### src/rtl/cycle_digit_counter.sv
// One down-counting digit of a cascaded cycle timer: loads a clamped preset, decrements on
// rising edges of dec_in, borrows from / signals completion to the higher digit, and latches stage LEDs.
module cycle_digit_counter #(
  parameter int WIDTH   = 4,
  parameter int MAXVAL  = 9,
  parameter int STAGE_A = 3,
  parameter int STAGE_B = 2
) (
  input  logic             CLK100MHZ,
  input  logic             CPU_RESETN,
  input  logic             dec_in,
  input  logic             load,
  input  logic [WIDTH-1:0] load_val,
  input  logic             enable,
  input  logic             abort,
  input  logic             hi_nonzero,
  output logic [WIDTH-1:0] count,
  output logic             borrowout,
  output logic             busy,
  output logic             done,
  output logic [1:0]       stage_led
);

  localparam logic [1:0] S_IDLE  = 2'd0;
  localparam logic [1:0] S_RUN   = 2'd1;
  localparam logic [1:0] S_PAUSE = 2'd2;
  localparam logic [1:0] S_DONE  = 2'd3;

  localparam logic [WIDTH-1:0] MAX_V     = WIDTH'(MAXVAL);
  localparam logic [WIDTH-1:0] STAGE_A_V = WIDTH'(STAGE_A);
  localparam logic [WIDTH-1:0] STAGE_B_V = WIDTH'(STAGE_B);

  logic [1:0]       state_reg, state_next;
  logic [WIDTH-1:0] count_reg, count_next;
  logic [1:0]       led_reg, led_next;
  logic             borrow_reg, borrow_next;
  logic             done_reg, done_next;
  logic             prev_dec_reg;
  logic             dec_edge;
  logic [WIDTH-1:0] clamped_val;

  assign dec_edge    = dec_in & ~prev_dec_reg;
  assign clamped_val = (load_val > MAX_V) ? MAX_V : load_val;

  always_comb begin
    state_next  = state_reg;
    count_next  = count_reg;
    led_next    = led_reg;
    borrow_next = 1'b0;
    done_next   = 1'b0;

    if (abort) begin
      state_next = S_IDLE;
      count_next = '0;
      led_next   = 2'b00;
    end else if (load) begin
      count_next = clamped_val;
      led_next   = 2'b00;
      state_next = (clamped_val != '0) ? S_RUN : S_IDLE;
    end else begin
      case (state_reg)
        S_RUN: begin
          // Pausing takes precedence over an edge arriving in the same cycle.
          if (!enable) begin
            state_next = S_PAUSE;
          end else if (dec_edge) begin
            if (count_reg != '0) begin
              count_next = count_reg - WIDTH'(1);
              if (count_reg == STAGE_A_V) led_next[0] = 1'b1;
              if (count_reg == STAGE_B_V) led_next[1] = 1'b1;
            end else if (hi_nonzero) begin
              count_next  = MAX_V;
              borrow_next = 1'b1;
            end else begin
              state_next = S_DONE;
              done_next  = 1'b1;
            end
          end
        end
        S_PAUSE: begin
          if (enable) state_next = S_RUN;
        end
        default: ;
      endcase
    end
  end

  // prev_dec resets high so a dec_in held high through reset release is not seen as an edge.
  always_ff @(posedge CLK100MHZ or negedge CPU_RESETN) begin
    if (!CPU_RESETN) begin
      state_reg    <= S_IDLE;
      count_reg    <= '0;
      led_reg      <= 2'b00;
      borrow_reg   <= 1'b0;
      done_reg     <= 1'b0;
      prev_dec_reg <= 1'b1;
    end else begin
      state_reg    <= state_next;
      count_reg    <= count_next;
      led_reg      <= led_next;
      borrow_reg   <= borrow_next;
      done_reg     <= done_next;
      prev_dec_reg <= dec_in;
    end
  end

  assign count     = count_reg;
  assign borrowout = borrow_reg;
  assign done      = done_reg;
  assign stage_led = led_reg;
  assign busy      = (state_reg == S_RUN) | (state_reg == S_PAUSE);

endmodule

### config.mk
export PLATFORM = sky130hd
export DESIGN_NAME = cycle_digit_counter
export DESIGN_NICKNAME = d
export VERILOG_FILES = /design/src/rtl/cycle_digit_counter.sv
export SDC_FILE = /design/constraint.sdc
export NUM_CORES = 1
export LEC_CHECK = 0
export ABC_AREA = 1
export BUFFER_PORTS_ARGS = -buffer_cell sky130_fd_sc_hd__buf_4
export CAP_MARGIN = 20
export CORE_AREA = 2 2 39 41
export CTS_BUF_LIST = sky130_fd_sc_hd__clkbuf_4
export CTS_CLUSTER_SIZE = 28
export DETAILED_ROUTE_END_ITERATION = 12
export DIE_AREA = 0 0 41 43
export GPL_TIMING_DRIVEN = 0
export MAX_ROUTING_LAYER = met4
export PLACE_DENSITY = 0.8
export SLEW_MARGIN = 20
export SYNTH_ARGS = -nofsm -noshare
export SYNTH_HDL_FRONTEND = slang
export SYNTH_SLANG_ARGS = --single-unit
### constraint.sdc
create_clock -name CLK100MHZ -period 3.3 [get_ports CLK100MHZ]
set_input_delay 0.66 -clock CLK100MHZ [delete_from_list [all_inputs] [get_ports CLK100MHZ]]
set_output_delay 0.66 -clock CLK100MHZ [all_outputs]
set_load 0.01 [all_outputs]
==> impl_metrics.env, run 1 <==
export IMPL_status="completed"
export IMPL_dp_hpwl_mm=1.13
export IMPL_drc=0
export IMPL_ys_seq_area_share_pct=39.0
export IMPL_clk_pin_slew_ns=0.07
export IMPL_r2r_end="count[3]"
export IMPL_avgSynthCellArea_um2=7.31
export IMPL_cp_arrival_ns=1.15
export IMPL_grt_antenna_before_repair=0
export IMPL_cts_setup_buffers=0
export IMPL_layout_area_seq_um2=277
export IMPL_die_area_um2=1760
export IMPL_cp_max_fo=3
export IMPL_critical_path_top_delay_family="flip-flops"
export IMPL_max_cap_violations=0
export IMPL_gr_total_overflow=0
export IMPL_reg2reg_setup_slack_ns=1.99
export IMPL_hold_class="input port to async pin"
export IMPL_synthMuxAreaShare_pct=0
export IMPL_synth_nets=110
export IMPL_first_pass_iters=4
export IMPL_top_level_ports=20
export IMPL_synth_compound_area_share_pct=12.5
export IMPL_tns_ns=0
export IMPL_post_route_period_util_pct=54.9
export IMPL_yosys_area_share_adder_pct=3.53
export IMPL_core_um2=1380
export IMPL_skew_ns=0.000583
export IMPL_tightest_slew_ns=0.266
export IMPL_drive_gt1_share_pct=32.5
export IMPL_critPathKind="register to output port"
export IMPL_final_common_cell="nand2_1"
export IMPL_setup_viol_count_final=0
export IMPL_fmax_mhz=552
export IMPL_vias=682
export IMPL_root_buffer="clkbuf_4"
export IMPL_cts_tree="built"
export IMPL_routed_wl_mm=1.46
export IMPL_worst_path_most_repeated_cell="inv_1"
export IMPL_fin_util_pct=65.2
export IMPL_grt_pass1_vias=636
export IMPL_synth_top_area_cell="dfrtp_1"
export IMPL_ctsResizeCount=0
export IMPL_worst_path_buf_inv=3
export IMPL_dr_first_iter_drc_count=13
export IMPL_cp_num_cells=4
export IMPL_worst_ep_required_time_ns=2.64
export IMPL_period_needed_ns=1.81
export IMPL_cp_end_kind="output port"
export IMPL_largest_register_ffs=4
export IMPL_rows=14
export IMPL_startpoint_type="register"
export IMPL_diodes=0
export IMPL_ys_types=19
export IMPL_synth_top_family_by_area="simple AND/OR/NAND/NOR gates"
export IMPL_ff2ff_path_depth=8
export IMPL_p_leak_nw=0.483
export IMPL_hold_violations=0
export IMPL_fin_nets=134
export IMPL_postCtsHoldBufs=0
export IMPL_netlist_area_um2=709
export IMPL_yosys_warnings=0
export IMPL_synthSimpleGateAreaFrac_pct=37.0
export IMPL_r2r_start="state_reg[1]"
export IMPL_multi_input_area_um2=377
export IMPL_routedWlPerCell_um=10.7
export IMPL_final_cell_mix="nand2_1, buf_4, inv_1, dfrtp_1, nor2_1"
export IMPL_syn_inst=97
export IMPL_grt_pass1_wl_mm=2.57
export IMPL_powerDensity_nw_per_um2=393
export IMPL_nFillCells=135
export IMPL_synth_top_area_share_pct=35.3
export IMPL_clock_sinks=11
export IMPL_antenna_left=0
export IMPL_area_growth_pct=27.2
export IMPL_drv_slew=0
export IMPL_gp_congestion=0.854
export IMPL_ys_ff_latch=11
export IMPL_via_per_inst=5.01
export IMPL_grt_usage_pct=21.8
export IMPL_synthTopCellsByArea="dfrtp_1, nand2_1, inv_1, nor2_1, nor2_4"
export IMPL_h_tree_depth=1
export IMPL_synthXorXnorAreaFrac_pct=0
export IMPL_grt_max_degree=12
export IMPL_path_cells="inv_1 > ha_1 > inv_1 > buf_4"
export IMPL_max_slew_margin_pct=82.3
export IMPL_die_x_um=41
export IMPL_max_stage_delay_ns=0.38
export IMPL_crit_slowest_cell="dfrtp_1"
export IMPL_start_util_pct=51.3
export IMPL_die_h_um=43
export IMPL_worstSkewPairLatency_ns=0.26
export IMPL_vdd_ir_drop_max_uv=230
export IMPL_cts_path_max_buffers=2
export IMPL_rsz0062_at_grt="no"
export IMPL_port_buffers=19
export IMPL_numCtsBuffers=3
-- stage by stage --
| step | area, µm² | std cells | total power, mW | hold WS (ns) | setup slack [ns] |
|---|---|---|---|---|---|
| floorplan | 709 | 97 | 0.218 | 0.364 | 1.89 |
| global placement | 872 | 132 | 0.255 | 0.488 | 1.79 |
| detailed placement | 872 | 132 | 0.257 | 0.493 | 1.77 |
| CTS | 902 | 136 | 0.358 | 0.214 | 1.48 |
| global route | 902 | 136 | 0.381 | 0.214 | 1.41 |
| finish | 902 | 136 | 0.355 | 0.214 | 1.49 |
-- layout make-up --
class	instances	share of cell area, %
Multi-Input combinational cell	71	41.7
Sequential cell	11	30.7
Timing Repair Buffer	19	15.8
Inverter	15	6.24
Clock buffer	4	3.33
Tap cell	16	2.22
-- metal layers --
layer | vias up | wire length [µm] | track usage [%]
met5 | - | 0 | -
met4 | 0 | 35 | 13.3
met3 | 4 | 86 | 3.14
met2 | 27 | 675 | 30.9
met1 | 298 | 657 | 28.1
li1 | 353 | - | -
-- how the worst max path moves through the flow --
stage / start / end
floorplan: state_reg[0] / busy
global placement: state_reg[0] / busy
detailed placement: state_reg[0] / busy
CTS: state_reg[0] / busy
global route: state_reg[0] / busy
finish: state_reg[0] / busy
-- worst reg2reg max path, cell delays in order, from the launching register on --
cell and delay, ns:
dfrtp_1 0.40, inv_1 0.06, ha_1 0.14, nand2_1 0.09, nor2_1 0.18, nand2_2 0.09
a21oi_1 0.18, nand2_1 0.07, nand2_1 0.06
-- synth_stat cells (all sizes together) --
master / number
nor3: 1
a22oi: 1
nand3: 6
a21oi: 5
nor2: 14
dfstp: 1
inv: 15
nand2: 32
nand3b: 1
dfrtp: 10
o21ai: 9
ha: 2
-- power breakdown --
| part | switching [mW] | internal, mW |
|---|---|---|
| Clock | 0.0446 | 0.0550 |
| Sequential | 0.0123 | 0.144 |
| Combinational | 0.0559 | 0.0426 |
-- cells by family (layout without fill, tap and decap cells) --
logic type                 Yosys count  in the layout
AOI/OAI and AO/OA                   15             15
and+or+nand+nor                     54             54
DFF                                 11             11
buffers and inverters               15             38
adders and majority gates            2              2
Note: power is estimated with default switching activity, not from simulation.
==> run 2: changes to the inputs <==
- ABC_AREA: 1 -> 0
- CORE_AREA: 2 2 39 41 -> not set
- CORE_UTILIZATION: not set -> 46
- DIE_AREA: 0 0 41 43 -> not set
- PLACE_DENSITY: 0.8 -> 0.75
- clock period: 3.3 -> 1.6 ns (I/O delays scaled with it)
==> impl_metrics.env, run 2 <==
export IMPL_numCtsBuffers=3
export IMPL_ys_types=30
export IMPL_ys_seq_area_share_pct=43.4
export IMPL_dp_hpwl_mm=1.06
export IMPL_drv_slew=0
export IMPL_worst_ep_required_time_ns=1.78
export IMPL_worstSkewPairLatency_ns=0.29
export IMPL_syn_inst=68
export IMPL_cp_end_kind="register"
export IMPL_setup_viol_count_final=8
export IMPL_placed_cells=102
export IMPL_powerDensity_nw_per_um2=783
export IMPL_largest_register_ffs=4
export IMPL_netlist_area_um2=637
export IMPL_status="complete, but fails checks"
export IMPL_fin_util_pct=73.2
export IMPL_port_buffers=19
export IMPL_critical_path_top_delay_family="simple AND/OR/NAND/NOR gates"
export IMPL_ys_ff_latch=11
export IMPL_hold_violations=0
export IMPL_cts_tree="built"
export IMPL_synth_top_area_cell="dfrtp_1"
export IMPL_cts_path_max_buffers=2
export IMPL_synthTopCellsByArea="dfrtp_1, dfstp_2, inv_1, ha_1, nand2b_1"
export IMPL_nFillCells=97
export IMPL_period_needed_ns=1.82
export IMPL_fin_ws_ns=-0.222
export IMPL_p_leak_nw=0.428
export IMPL_synthFlopType="dfrtp_1"
export IMPL_die_area_um2=1540
export IMPL_clk_pin_slew_ns=0.08
export IMPL_vias=645
export IMPL_path_cells="or4_4 > o311ai_4 > a31o_4 > mux2_4"
export IMPL_final_cell_mix="buf_4, dfrtp_1, nor2_1"
export IMPL_max_stage_delay_ns=0.56
export IMPL_yosys_warnings=0
export IMPL_crit_slowest_cell="or4_4"
export IMPL_clock_sinks=11
export IMPL_violations="DRC, setup timing"
export IMPL_routedWlPerCell_um=15.5
export IMPL_gp_congestion=0.741
export IMPL_rows=13
export IMPL_cp_max_fo=2
export IMPL_worst_path_buf_inv=0
export IMPL_hold_class="input port to register"
export IMPL_routed_wl_mm=1.73
export IMPL_drc=1
export IMPL_root_buffer="clkbuf_4"
export IMPL_antenna_left=0
export IMPL_dr_first_iter_drc_count=15
export IMPL_grt_max_degree=12
export IMPL_finalNonFillerCells=112
export IMPL_place_ws_ns=-0.326
export IMPL_grt_pass1_vias=641
export IMPL_avgSynthCellArea_um2=9.37
export IMPL_gr_total_overflow=0
export IMPL_grt_pass1_wl_mm=2.81
export IMPL_startpoint_type="register"
export IMPL_synth_nets=81
export IMPL_synth_edf_count=0
export IMPL_grt_usage_pct=29.0
export IMPL_yosysMostFrequentCell="dfrtp_1"
export IMPL_tightest_slew_ns=0.422
export IMPL_synth_top_cells_by_count="dfrtp_1, inv_1, nor2_1"
export IMPL_post_route_period_util_pct=114
export IMPL_vdd_ir_drop_max_uv=431
export IMPL_synth_async_sr_flop_share_pct=100
export IMPL_first_pass_iters=8
export IMPL_critPathKind="register to register"
export IMPL_final_common_cell="buf_4"
export IMPL_drive_gt1_share_pct=46.4
export IMPL_via_per_inst=5.76
export IMPL_skew_ns=0.00842
export IMPL_core_um2=1300
export IMPL_start_util_pct=48.9
export IMPL_die_h_um=39.2
export IMPL_max_slew_margin_pct=71.9
export IMPL_die_x_um=39.2
export IMPL_h_tree_depth=1
export IMPL_max_cap_violations=0
export IMPL_synth_top_area_share_pct=39.3
export IMPL_top_level_ports=20
export IMPL_diodes=0
export IMPL_rsz0062_at_grt="yes"
export IMPL_cp_arrival_ns=2.00
export IMPL_fmax_mhz=549
export IMPL_area_growth_pct=49.5
export IMPL_fin_nets=111
export IMPL_grt_antenna_before_repair=0
-- run 2: cell types whose count changed after synthesis, sizes merged, moves of 4 or more --
cell,previous run,this run
nand3,6,1
nand2,32,2
o21ai,9,3
nand2b,0,4
inv,15,7
nor2,14,5
-- run 2: power breakdown --
group / leakage, nW / switching, mW / internal, mW
logic: 0.270 / 0.113 / 0.113
registers: 0.140 / 0.0195 / 0.296
clock network: 0.0177 / 0.111 / 0.0930
-- run 2: final timing paths --
kind | from | endpoint | slack [ns] | depth (start not counted)
worst max register to register | count[1] | state_reg[1] | -0.22 | 4
worst min register to register | stage_led[1] | stage_led[1] | 0.53 | 2
min in group asynchronous | CPU_RESETN | stage_led[0] | 0.40 | 2
worst max-delay path | count[1] | state_reg[1] | -0.22 | 4
worst min-delay path | dec_in | prev_dec_reg | 0.15 | 1
max in group asynchronous | CPU_RESETN | prev_dec_reg | 0.98 | 2
-- run 2: worst reg2reg max path, cell delays in order, from the launching register on --
cell and delay, ns:
dfrtp_2 0.40, or4_4 0.56, o311ai_4 0.26, a31o_4 0.21
mux2_4 0.29
-- run 2: timing repair --
item | 4_1_cts | 5_1_grt
hold endpoints to repair | 10 | 0
setup endpoints to repair | 4 | 10
resized for setup | 8 | 6
hold buffers | 1 | 0
buffers inserted | 5 | 0
pin swaps | 4 | 1
-- run 2: cell families (layout without fill, tap and decap cells) --
family / count (synthesis) / in the layout / synth area share [%]
DFF: 11 / 11 / 43.4
and+or+nand+nor: 25 / 25 / 22.6
adders and majority gates: 2 / 2 / 3.93
muxes: 2 / 2 / 3.34
buffers and inverters: 9 / 38 / 5.31
AOI/OAI and AO/OA: 19 / 19 / 21.4
-- run 2: routing by layer --
layer | vias to the layer above | part of all wire (%) | GRT usage (%)
li1 | 313 | - | -
met5 | - | 0 | -
met2 | 23 | 50 | 45.4
met3 | 6 | 4.2 | 8.09
met4 | 0 | 2.8 | 19.0
met1 | 303 | 43 | 32.0
-- run 2: final cells by class --
| cell class | count | area, µm² | share of cell area (%) |
|---|---|---|---|
| inverter | 7 | 26.3 | 2.76 |
| multi-input combinational | 48 | 402 | 42.2 |
| clock inverter | 1 | 5.00 | 0.526 |
| timing repair buffer | 25 | 190 | 20.0 |
| tap | 15 | 18.8 | 1.97 |
| clock buffer | 3 | 22.5 | 2.37 |
| buffer | 2 | 7.51 | 0.788 |
| sequential | 11 | 280 | 29.4 |
-- run 2: stage by stage --
step / hold WS [ns] / TNS, ns / total power, mW / instance area (µm²)
after global placement: 0.162 / -0.500 / 0.483 / 805
after CTS: 0.150 / -0.351 / 0.728 / 930
after global routing: 0.143 / -1.06 / 0.786 / 952
final: 0.151 / -0.697 / 0.746 / 952
after detailed placement: 0.163 / -0.577 / 0.488 / 805
after floorplan: 0.0244 / -0.332 / 0.412 / 643
==> run 3: changes to the inputs <==
- HOLD_SLACK_MARGIN: not set -> 0.03
- SKIP_CTS_REPAIR_TIMING: not set -> 1
==> impl_metrics.env, run 3 (synthesized netlist as in run 2, its figures left out) <==
export IMPL_status="complete, but fails checks"
export IMPL_violations="DRC, setup timing"
export IMPL_max_cap_violations=0
export IMPL_met3WireLength_um=124
export IMPL_period_needed_ns=1.90
export IMPL_dp_hpwl_mm=1.06
export IMPL_gp_congestion=0.741
export IMPL_hold_class="input port to register"
export IMPL_vias=677
export IMPL_ff2ff_path_depth=4
export IMPL_area_growth_pct=48.1
export IMPL_tightest_slew_ns=0.422
export IMPL_rows=13
export IMPL_routedWlPerCell_um=15.2
export IMPL_tns_ns=-0.672
export IMPL_die_x_um=39.2
export IMPL_final_cell_mix="buf_4, dfrtp_1, nor2_1"
export IMPL_clock_sinks=11
export IMPL_critPathKind="register to register"
export IMPL_nFillCells=95
export IMPL_gr_total_overflow=0
export IMPL_drv_slew=0
export IMPL_skew_ns=0.00783
export IMPL_clk_pin_slew_ns=0.08
export IMPL_cp_arrival_ns=2.08
export IMPL_min_to="prev_dec_reg"
export IMPL_start_util_pct=48.9
export IMPL_dr_first_iter_drc_count=30
export IMPL_fmax_mhz=526
export IMPL_numCtsBuffers=3
export IMPL_via_per_inst=5.99
export IMPL_largest_register_ffs=4
export IMPL_cts_path_max_buffers=2
export IMPL_max_slew_margin_pct=71.9
export IMPL_final_common_cell="buf_4"
export IMPL_fin_nets=112
export IMPL_grt_pass1_vias=562
export IMPL_p_total_mw=0.747
export IMPL_grt_pass1_wl_mm=2.39
export IMPL_hold_violations=0
export IMPL_first_pass_iters=9
export IMPL_r2r_end="state_reg[1]"
export IMPL_antenna_left=0
export IMPL_diodes=0
export IMPL_min_from="dec_in"
export IMPL_placed_cells=102
export IMPL_hold_depth=1
export IMPL_h_tree_depth=1
export IMPL_die_h_um=39.2
export IMPL_startpoint_type="register"
export IMPL_vdd_ir_drop_max_uv=415
export IMPL_top_level_ports=20
export IMPL_met1_length_um=751
export IMPL_grt_max_degree=12
export IMPL_top_layer="met4"
export IMPL_dr_wl_met2_um=764
export IMPL_worst_ep_required_time_ns=1.78
export IMPL_post_route_period_util_pct=119
export IMPL_cp_max_fo=6
export IMPL_root_buffer="clkbuf_4"
export IMPL_p_leak_nw=0.433
export IMPL_worstSkewPairLatency_ns=0.28
export IMPL_core_um2=1300
export IMPL_routed_wl_mm=1.71
export IMPL_reg2reg_setup_slack_ns=-0.30
export IMPL_rsz0062_at_grt="yes"
export IMPL_grt_antenna_before_repair=0
export IMPL_r2r_start="count[0]"
export IMPL_grt_usage_pct=24.6
export IMPL_finalNonFillerCells=113
export IMPL_port_buffers=19
export IMPL_setup_viol_count_final=4
export IMPL_cp_end_kind="register"
export IMPL_cts_tree="built"
export IMPL_drc=1
export IMPL_powerDensity_nw_per_um2=791
export IMPL_die_area_um2=1540
export IMPL_stdcell_area_um2=943
export IMPL_fin_ws_ns=-0.302
export IMPL_drive_gt1_share_pct=44.9
export IMPL_placed_cell_area_um2=805
[run 3: power by group]
group	switching (mW)	internal, mW
Clock	0.111	0.0930
Combinational	0.110	0.116
Sequential	0.0208	0.296
Total	0.242	0.505
[run 3: cell type report]
type,count,area [µm²],area share (%)
multi-input combinational,48,387,41.0
sequential,11,279,29.6
timing repair buffer,26,198,21.0
inverter,7,26.3,2.79
clock buffer,3,22.5,2.39
tap,15,18.8,1.99
buffer,2,7.51,0.796
clock inverter,1,5.00,0.531
[run 3: worst max path at each step]
| stage | cells after the start | start | endpoint | slack [ns] |
|---|---|---|---|---|
| final | 4 | count[0] | state_reg[1] | -0.30 |
| after global routing | 4 | count[1] | state_reg[1] | -0.32 |
| after CTS | 4 | count[0] | state_reg[1] | -0.34 |
| after detailed placement | 4 | count[0] | state_reg[1] | -0.33 |
| after global placement | 4 | count[0] | state_reg[1] | -0.31 |
| after floorplan | 4 | count[0] | state_reg[1] | -0.25 |
[run 3: routing by layer]
metal	vias up	global-route usage, %
li1	313	-
met1	307	27.5
met2	43	39.6
met3	14	6.94
met4	0	12.9
met5	-	-
[run 3: per-stage QoR]
step	setup WS (ns)	utilization (%)	hold WS [ns]
after floorplan	-0.252	-	0.0244
after global placement	-0.315	61.8	0.162
after detailed placement	-0.326	61.8	0.163
after CTS	-0.342	63.9	-0.146
after global routing	-0.323	72.5	0.139
final	-0.302	72.5	0.152
[run 3: worst max-delay path: stages (launching register included)]
cell	delay, ns
dfrtp_2	0.45
or4_4	0.58
o311ai_4	0.26
a31o_4	0.21
mux2_4	0.29
